**config.mk**
```make
export PLATFORM = sky130hd
export DESIGN_NAME = ram_test_initiator
export DESIGN_NICKNAME = d
export VERILOG_FILES = /design/src/rtl/mem_bus_pkg.sv /design/src/rtl/ram_req_timer.sv /design/src/rtl/ram_test_initiator.sv
export SDC_FILE = /design/constraint.sdc
export NUM_CORES = 1
export LEC_CHECK = 0
export CAP_MARGIN = 20
export CORE_MARGIN = 1.5
export CORE_UTILIZATION = 40
export CTS_CLUSTER_SIZE = 16
export DETAILED_ROUTE_END_ITERATION = 6
export PLACE_DENSITY = 0.64
export SETUP_SLACK_MARGIN = 0.1
export SYNTH_ARGS = -nofsm -noshare
export SYNTH_HDL_FRONTEND = slang
export SYNTH_SLANG_ARGS = --single-unit
```
**constraint.sdc**
```tcl
create_clock -name clk -period 3.7 [get_ports clk]
set_input_delay 0.74 -clock clk [delete_from_list [all_inputs] [get_ports clk]]
set_output_delay 0.74 -clock clk [all_outputs]
set_load 0.02 [all_outputs]
```
**src/rtl/mem_bus_pkg.sv**
```systemverilog
// Shared definitions for the RAM request bus: default widths, test-master FSM
// states and the write-pattern function used by the initiator and its models.
package mem_bus_pkg;

  localparam int ADDR_W_DEF = 16;
  localparam int DATA_W_DEF = 16;

  typedef enum logic [1:0] {
    IDLE  = 2'd0,
    WRITE = 2'd1,
    READ  = 2'd2,
    DONE  = 2'd3
  } test_state_e;

  // Callers truncate the result to their own data width.
  function automatic logic [31:0] pattern(input logic [31:0] addr,
                                          input logic [31:0] offset);
    return addr + offset;
  endfunction

endpackage

```
**src/rtl/ram_req_timer.sv**
```systemverilog
// Request wait counter: counts stalled cycles of an outstanding request and
// flags expiry on the cycle that would bring the count to TIMEOUT.
module ram_req_timer #(
  parameter int TIMEOUT = 255
) (
  input  logic clk,
  input  logic rst,
  input  logic clr,
  input  logic en,
  output logic expire
);

  localparam int NEED_W = $clog2(TIMEOUT + 1);
  localparam int CW     = (NEED_W > 8) ? NEED_W : 8;

  logic [CW-1:0] cnt;

  always_ff @(posedge clk or posedge rst) begin
    if (rst)      cnt <= '0;
    else if (clr) cnt <= '0;
    else if (en)  cnt <= cnt + CW'(1);
  end

  // Fires on the TIMEOUT-th stalled edge so the abort lands exactly then.
  assign expire = en && !clr && (cnt == CW'(TIMEOUT - 1));

endmodule

```
**src/rtl/ram_test_initiator.sv**
```systemverilog
// Memory self-test master: writes addr+PAT_OFFSET to every word, reads all back
// and compares, reporting pass/fail, failure count and first failing address.
module ram_test_initiator
  import mem_bus_pkg::*;
#(
  parameter int ADDR_W     = ADDR_W_DEF,
  parameter int DATA_W     = DATA_W_DEF,
  parameter int DEPTH      = 2048,
  parameter int PAT_OFFSET = 1,
  parameter int TIMEOUT    = 255
) (
  input  logic              clk,
  input  logic              rst,
  input  logic              start,
  output logic [ADDR_W-1:0] addr,
  output logic [DATA_W-1:0] wdata,
  output logic              write,
  output logic              valid,
  input  logic [DATA_W-1:0] rdata,
  input  logic              ready,
  input  logic              error,
  output logic              busy,
  output logic              done,
  output logic              pass,
  output logic [15:0]       fail_count,
  output logic [ADDR_W-1:0] first_fail_addr,
  output logic              timeout
);

  test_state_e       state, state_n;
  logic [ADDR_W-1:0] addr_n, ffa_n;
  logic [DATA_W-1:0] wdata_n, exp_rd, wd_first, wd_next;
  logic              write_n, valid_n, busy_n, done_n, pass_n, timeout_n;
  logic [15:0]       fc_n;

  logic xfer, start_ok, last, bad, tmr_exp;

  assign xfer     = valid && ready;
  assign start_ok = start && (state == IDLE || state == DONE);
  assign last     = (addr == ADDR_W'(DEPTH - 1));
  assign exp_rd   = DATA_W'(pattern(32'(addr), 32'(PAT_OFFSET)));
  assign wd_first = DATA_W'(pattern(32'd0, 32'(PAT_OFFSET)));
  assign wd_next  = DATA_W'(pattern(32'(addr) + 32'd1, 32'(PAT_OFFSET)));
  // Mismatch and error on the same read still count as one failure.
  assign bad      = xfer && (error || (state == READ && rdata != exp_rd));

  ram_req_timer #(.TIMEOUT(TIMEOUT)) u_timer (
    .clk    (clk),
    .rst    (rst),
    .clr    (xfer || start_ok),
    .en     (valid && !ready),
    .expire (tmr_exp)
  );

  always_comb begin
    state_n   = state;
    addr_n    = addr;
    wdata_n   = wdata;
    write_n   = write;
    valid_n   = valid;
    busy_n    = busy;
    done_n    = done;
    pass_n    = pass;
    fc_n      = fail_count;
    ffa_n     = first_fail_addr;
    timeout_n = timeout;
    case (state)
      IDLE, DONE: begin
        if (start_ok) begin
          state_n   = WRITE;
          addr_n    = '0;
          wdata_n   = wd_first;
          write_n   = 1'b1;
          valid_n   = 1'b1;
          busy_n    = 1'b1;
          done_n    = 1'b0;
          pass_n    = 1'b0;
          fc_n      = '0;
          ffa_n     = '0;
          timeout_n = 1'b0;
        end
      end
      WRITE, READ: begin
        if (tmr_exp) begin
          timeout_n = 1'b1;
          if (fail_count == 16'd0) ffa_n = addr;
          state_n = DONE;
          valid_n = 1'b0;
          busy_n  = 1'b0;
          done_n  = 1'b1;
          pass_n  = 1'b0;
        end else if (xfer) begin
          if (bad) begin
            if (fail_count != 16'hFFFF) fc_n = fail_count + 16'd1;
            if (fail_count == 16'd0)    ffa_n = addr;
          end
          if (state == WRITE) begin
            if (last) begin
              state_n = READ;
              addr_n  = '0;
              write_n = 1'b0;
              wdata_n = wd_first;
            end else begin
              addr_n  = addr + ADDR_W'(1);
              wdata_n = wd_next;
            end
          end else begin
            if (last) begin
              state_n = DONE;
              valid_n = 1'b0;
              busy_n  = 1'b0;
              done_n  = 1'b1;
              pass_n  = (fc_n == 16'd0) && !timeout;
            end else begin
              addr_n = addr + ADDR_W'(1);
            end
          end
        end
      end
      default: state_n = IDLE;
    endcase
  end

  always_ff @(posedge clk or posedge rst) begin
    if (rst) begin
      state           <= IDLE;
      addr            <= '0;
      wdata           <= '0;
      write           <= 1'b0;
      valid           <= 1'b0;
      busy            <= 1'b0;
      done            <= 1'b0;
      pass            <= 1'b0;
      fail_count      <= '0;
      first_fail_addr <= '0;
      timeout         <= 1'b0;
    end else begin
      state           <= state_n;
      addr            <= addr_n;
      wdata           <= wdata_n;
      write           <= write_n;
      valid           <= valid_n;
      busy            <= busy_n;
      done            <= done_n;
      pass            <= pass_n;
      fail_count      <= fc_n;
      first_fail_addr <= ffa_n;
      timeout         <= timeout_n;
    end
  end

endmodule

```
==> After elaboration in Yosys (flattened, before gate mapping) <==
Cells that the tools add are included.
{ "classes": {"addsub": 5, "n_mux": 58, "n_reduce_logical": 28, "eq_ne": 18} }
{ "ops": {"columns": ["operator", "n"], "rows": [
  ["$mux 16", 22],
  ["$pmux 16 s2", 4],
  ["$add 16x1->16 const B", 4],
  ["$logic_not 16->1", 2],
  ["$mux 1", 18],
  ["$eq 16x11->1 const B", 1],
  ["$mux 8", 2],
  ["$ne 16x16->1", 1],
  ["$ne 16x16->1 const B", 1],
  ["$ne 3x3->1 const B", 5],
  ["$mux 2", 6],
  ["$ne 2x2->1 const B", 6],
  ["$reduce_and 4->1", 3],
  ["$pmux 1 s2", 5],
  ["$reduce_and 3->1", 3],
  ["$add 8x1->8 const B", 1],
  ["$eq 8x8->1 const B", 1],
  ["$logic_and 1x1->1", 8],
  ["$reduce_and 5->1", 1],
  ["$eq 2x2->1 const B", 2],
  ["$pmux 2 s2", 1],
  ["$reduce_or 2->1", 2],
  ["$logic_not 1->1", 3],
  ["$logic_or 1x1->1", 3],
  ["other kinds (4)", 4]
]} }
{ "totals": {"ff_bits": 79, "wordCells": 120, "inputBits": 21, "out_inout_bits": 70} }

==> Depth between registers and ports, before layout <==
{ "depth": {"depth_word": 16, "depth_mapped": 13, "depth_no_buf": 11} }

==> By module <==
From an unflattened synthesis, not the netlist that was laid out.
{ "hier_totals": {"hier_cells": 624, "area_unflattened_um2": 5367.6} }
{ "by_module_without_submodules": {"columns": ["mod", "area_each_um2", "cells_per_inst", "instances", "seq_area_each_um2"], "rows": [
  ["ram_test_initiator", 4953.5, 581, 1, 1776.7],
  ["ram_req_timer", 414.1, 43, 1, 200.2]
]} }

==> Worst setup path before layout <==
OpenSTA, ideal clock, no wires.
{ "synth_timing": {"path_kind": "flip-flop to flip-flop", "start": "register addr[0]", "end": "register pass", "setup_time_ps": 68, "path_stages_with_launch": 13, "required_time_ps": 3632, "period_less_slack_ps": 3900, "slack_ps": -200, "t_arrival_ps": 3832, "n_path_buf": 1, "cell_sequence": "dfrtp_1 > clkbuf_1 > inv_1 > ha_1 > xor2_1 > a21boi_1 > or4b_1 > or4b_4 > or3_4 > o2bb2ai_2 > or3_1 > a222oi_1 > a32o_1"} }
{ "synth_via": {"elab_chain_len": 16, "word_cells_on_any_way": 19, "classes_between": "1 x add/sub; 3 x eq/ne; 9 x mux; 6 x reduce/logical"} }
{ "synth_lines": {"columns": ["item", "line_no", "text"], "rows": [
  ["from (decl)", "ram_test_initiator.sv:15", "output logic [ADDR_W-1:0] addr,"],
  ["from (signal assigned)", "ram_test_initiator.sv:139", "addr <= addr_n;"],
  ["$add 16x1->16", "mem_bus_pkg.sv:18", "return addr + offset;"],
  ["$ne 16x16->1", "ram_test_initiator.sv:45", "assign bad = xfer && (error || (state == READ && rdata != exp_rd));"],
  ["$logic_and 1x1->1", "ram_test_initiator.sv:45", null],
  ["$logic_or 1x1->1", "ram_test_initiator.sv:45", null],
  ["$logic_and 1x1->1", "ram_test_initiator.sv:45", null],
  ["$mux 16", "ram_test_initiator.sv:93", "if (bad) begin"],
  ["$mux 16", "ram_test_initiator.sv:92", "end else if (xfer) begin"],
  ["$mux 16", "ram_test_initiator.sv:84", "if (tmr_exp) begin"],
  ["$mux 16", "ram_test_initiator.sv:67", "case (state)"],
  ["$logic_not 16->1", "ram_test_initiator.sv:113", "pass_n = (fc_n == 16'd0) && !timeout;"],
  ["$logic_and 1x1->1", "ram_test_initiator.sv:113", null],
  ["$mux 1", "ram_test_initiator.sv:108", "if (last) begin"],
  ["$mux 1", "ram_test_initiator.sv:97", "if (state == WRITE) begin"],
  ["$mux 1", "ram_test_initiator.sv:92", null],
  ["$mux 1", "ram_test_initiator.sv:84", null],
  ["$pmux 1 s2", "ram_test_initiator.sv:67", null],
  ["to (signal assigned)", "ram_test_initiator.sv:145", "pass <= pass_n;"],
  ["to (decl)", "ram_test_initiator.sv:24", "output logic pass,"]
]} }
Parallel ways exist; a longest one is shown, timed or not. The select of a mux whose other input is x is not followed.
A chain may end at the register's enable or synchronous reset.

==> Worst setup path in the final report <==
Ends and elaborated chain as after synthesis.

==> flow_metrics.tcl <==
set metrics [dict create \
    outcome "finished, final reports clean" \
    beginning_of_the_worst_hold_path "wdata[14]" \
    floorplan.die_area_sq_um 14300 \
    fraction_of_layout_instances_using_a_drive_strength_above_1_pct 19.4 \
    antenna_cells_inserted 0 \
    initial_core_util_pct 41.0 \
    critPathLaunchType "register" \
    grt_setup_unrepaired "yes" \
    die_w_um 120 \
    async_flop_share_pct 100 \
    clk_transition_reported_paths_ns 0.06 \
    power.combinational.fraction_pct 37.1 \
    timing.critical_path.arrival_ns 3.88 \
    post_layout_nonfiller_instances 965 \
    layout.core_utilization_pct 56.3 \
    routed_via_density 5.67 \
    synthCells 646 \
    route.vias.total 5473 \
    grt-ovfl-total 0 \
    global_route.usage.met1_pct 36.5 \
    die_h_um 120 \
    clock_tree_from_tritoncts "done" \
    yosys-top-cells-area "dfrtp_1, nand2_1, nor2_1, xnor2_1, o21ai_0" \
    yosys-top-cells-count "dfrtp_1, nand2_1, nor2_1, o21ai_0, clkbuf_1" \
    final_wtd_congestion 0.958 \
    share_seq_of_total_power_pct 31.8 \
    finalSetupViolCount 0 \
    clk_root_buffer_cell "clkbuf_16" \
    net_count_of_the_mapped_netlist 676 \
    cts_num_sinks 79 \
    initial_detailed_routing_violation_count 526 \
    maximum_clock_frequency_mhz 278 \
    globalRouteMet3Util_pct 3.33 \
    grt.busiest_layer "met2" \
    synth.top_cell.area_share_pct 36.4 \
    fin_worst_skew_ns 0.00721 \
    multiInputGateArea_sq_um 3240 \
    post-layout-total-power_mw 3.23 \
    core_area_sq_um 13200 \
    worstSetupStartpoint "addr[0]" \
    groute.layer.met2.usage_pct 37.6 \
    worst_ep_required_time_ns 3.98 \
    wl_per_cell_um 17.9 \
    biggest_area_consumer_among_synthesized_cells "dfrtp_1" \
    htree_levels 3 \
    synth_edf_count 0 \
    p_clk_share_pct 31.1 \
    critical_path_class "register to register" \
    power_switching_mw 1.14 \
    clkLatencyLatePin_ns 0.35 \
    timing_hold_violations_final 0 \
    wl_um 17300 \
    vdd_ir_drop_max_mv 0.363 \
    ys_ff_latch 79 \
    fin_setup_tns_ns 0 \
    placementRows 42 \
    p_int_mw 2.09 \
    ioPinCount 91 \
    final_antenna_net_count 0 \
    netlist_area_sq_um 5430 \
    ys_warn_count 0 \
    period_share_pct 97.2 \
    track_usage_pct 24.8 \
    crit-reg2reg-launch "addr[0]" \
    synth.most_common_cell "dfrtp_1" \
    leakagePower_nw 3.13 \
    timing.max_cap.violations 0 \
    critPathMaxFanout 8 \
    finalWorstPathRequiredPeriod_ns 3.60 \
    post_synth.cell_area_avg_sq_um 8.41 \
    layout.nets 815 \
    grt_pass1_vias 5198 \
    swShare_pct 35.3 \
    hpwl_um 12900 \
    cp-end-kind "register" \
    antenna_found_initial 0 \
    timing.slew.headroom_pct 47.0 \
    cts_buffer_depth 2 \
    synth_sequential_area_ratio_pct 36.4 \
    grt_pass1_wl_um 27900 \
    drc_errors_left 0 \
    synth_flop_cell "dfrtp_1" \
    grt_start_max_net_pins 43 \
    drt_first_pass_iters 7 \
    sequential_cell_area_sq_um 1980 \
    hold_class "register to register" \
    placed_cells 944 \
    power.density_cell_area_nw_per_um2 432 \
    area_delta_synth_final_pct 37.3 \
    filler_cell_count 1238 \
    postCtsHoldBufs 0 \
    tritoncts.num_buffers 9 \
    port_buffers 90 \
    worst_pin_slew_ns 0.794 \
    final-max-slew-violation-count 0 \
    synth.distinct_cells 80 \
]
worst max-delay path: stages, from the launching register on:
cell and delay [ns]:
dfrtp_2 0.44, ha_2 0.21, buf_6 0.14, xnor2_2 0.14, o22ai_1 0.10, or4b_4 0.55
or4b_4 0.56, or3_4 0.40, o2bb2ai_2 0.13, or3_1 0.30, a222oi_1 0.35, a32o_1 0.21
flip-flops by register name, indices dropped and copies added, names as in the netlist:
name,cells
addr,16
fail_count,16
first_fail_addr,16
wdata,16
u_timer.cnt,8
state,2
busy,1
done,1
pass,1
timeout,1
write,1
cell type report:
class	count	share of cell area [%]
clock buffers	12	3.57
clock inverters	3	0.872
inverters	21	1.07
multi-input cells	496	43.5
flip-flops and latches	79	26.6
well taps	176	2.95
repair buffers	178	21.4
per-stage QoR:
| stage | setup slack (ns) | instance area [sq um] | hold slack [ns] |
|---|---|---|---|
| 2_1_floorplan | 0.113 | 5460 | 0.489 |
| 3_3_place_gp | -0.307 | 7000 | 0.488 |
| 3_5_place_dp | -0.339 | 7000 | 0.495 |
| 4_1_cts | 0.103 | 7400 | 0.509 |
| 5_1_grt | -0.0491 | 7460 | 0.518 |
| 6_report | 0.104 | 7460 | 0.501 |
cells in the final DEF, fill, tap and decap left out, types with 4 or more instances in the layout:
| cell | n |
|---|---|
| a31oi_1 | 8 |
| or3_1 | 9 |
| ha_1 | 6 |
| a21oi_1 | 21 |
| and3_1 | 4 |
| nor2_1 | 69 |
| dfrtp_2 | 4 |
| nor4_1 | 8 |
| o22ai_1 | 6 |
| inv_1 | 18 |
| dfrtp_1 | 75 |
| nand2b_1 | 6 |
| o31ai_1 | 7 |
| o21ai_0 | 42 |
| buf_4 | 85 |
| nor3_1 | 14 |
| clkbuf_16 | 9 |
| nor3b_1 | 5 |
| nand4_1 | 13 |
| nand3_1 | 26 |
| a31o_2 | 16 |
| dlymetal6s2s_1 | 4 |
| xor2_1 | 14 |
| xnor2_2 | 4 |
| a22o_1 | 17 |
| xnor2_1 | 24 |
| clkdlybuf4s50_1 | 85 |
| nand2_1 | 74 |
| and2_1 | 7 |
| or4_1 | 4 |
timing repair:
action                     in CTS  in global routing
pin swaps                       4                  7
resized for setup               9                 13
setup endpoints to repair       5                 24
setup buffers                   4                  2
worst paths after layout:
path                                       to  slack, ns  cells after the start
setup / recovery                         pass       0.10                     11
hold / removal                      wdata[14]       0.50                      1
setup reg to reg                         pass       0.10                     11
hold reg to reg                     wdata[14]       0.50                      1
max in group asynchronous             addr[5]       2.19                      3
min in group asynchronous  first_fail_addr[0]       0.81                      2
power groups by stage:
stage / registers (mW) / clock network (mW) / logic [mW]
after floorplan: 1.10 / 0 / 0.587
after global placement: 1.03 / 0 / 1.11
after detailed placement: 1.04 / 0 / 1.13
after CTS: 1.02 / 1.02 / 1.16
after global routing: 1.04 / 1.06 / 1.29
final: 1.02 / 1.00 / 1.20
per-layer routing:
layer,share of wire (%),up-vias
li1,-,2618
met1,49,2670
met2,45,165
met3,4.8,20
met4,1.9,0
met5,0,-
cells by family (layout without fill, tap and decap cells):
group           Yosys count  count (layout)  synth area share [%]
fa+ha+maj                 9               9                  2.07
xor+xnor                 46              46                  8.20
compound gates          172             172                  22.6
flops                    79              79                  36.4
buf+inv                  71             214                  5.35
simple gates            264             264                  24.4
mux                       5               5                 0.968
No activity file was read; power rests on OpenSTA's default activity.
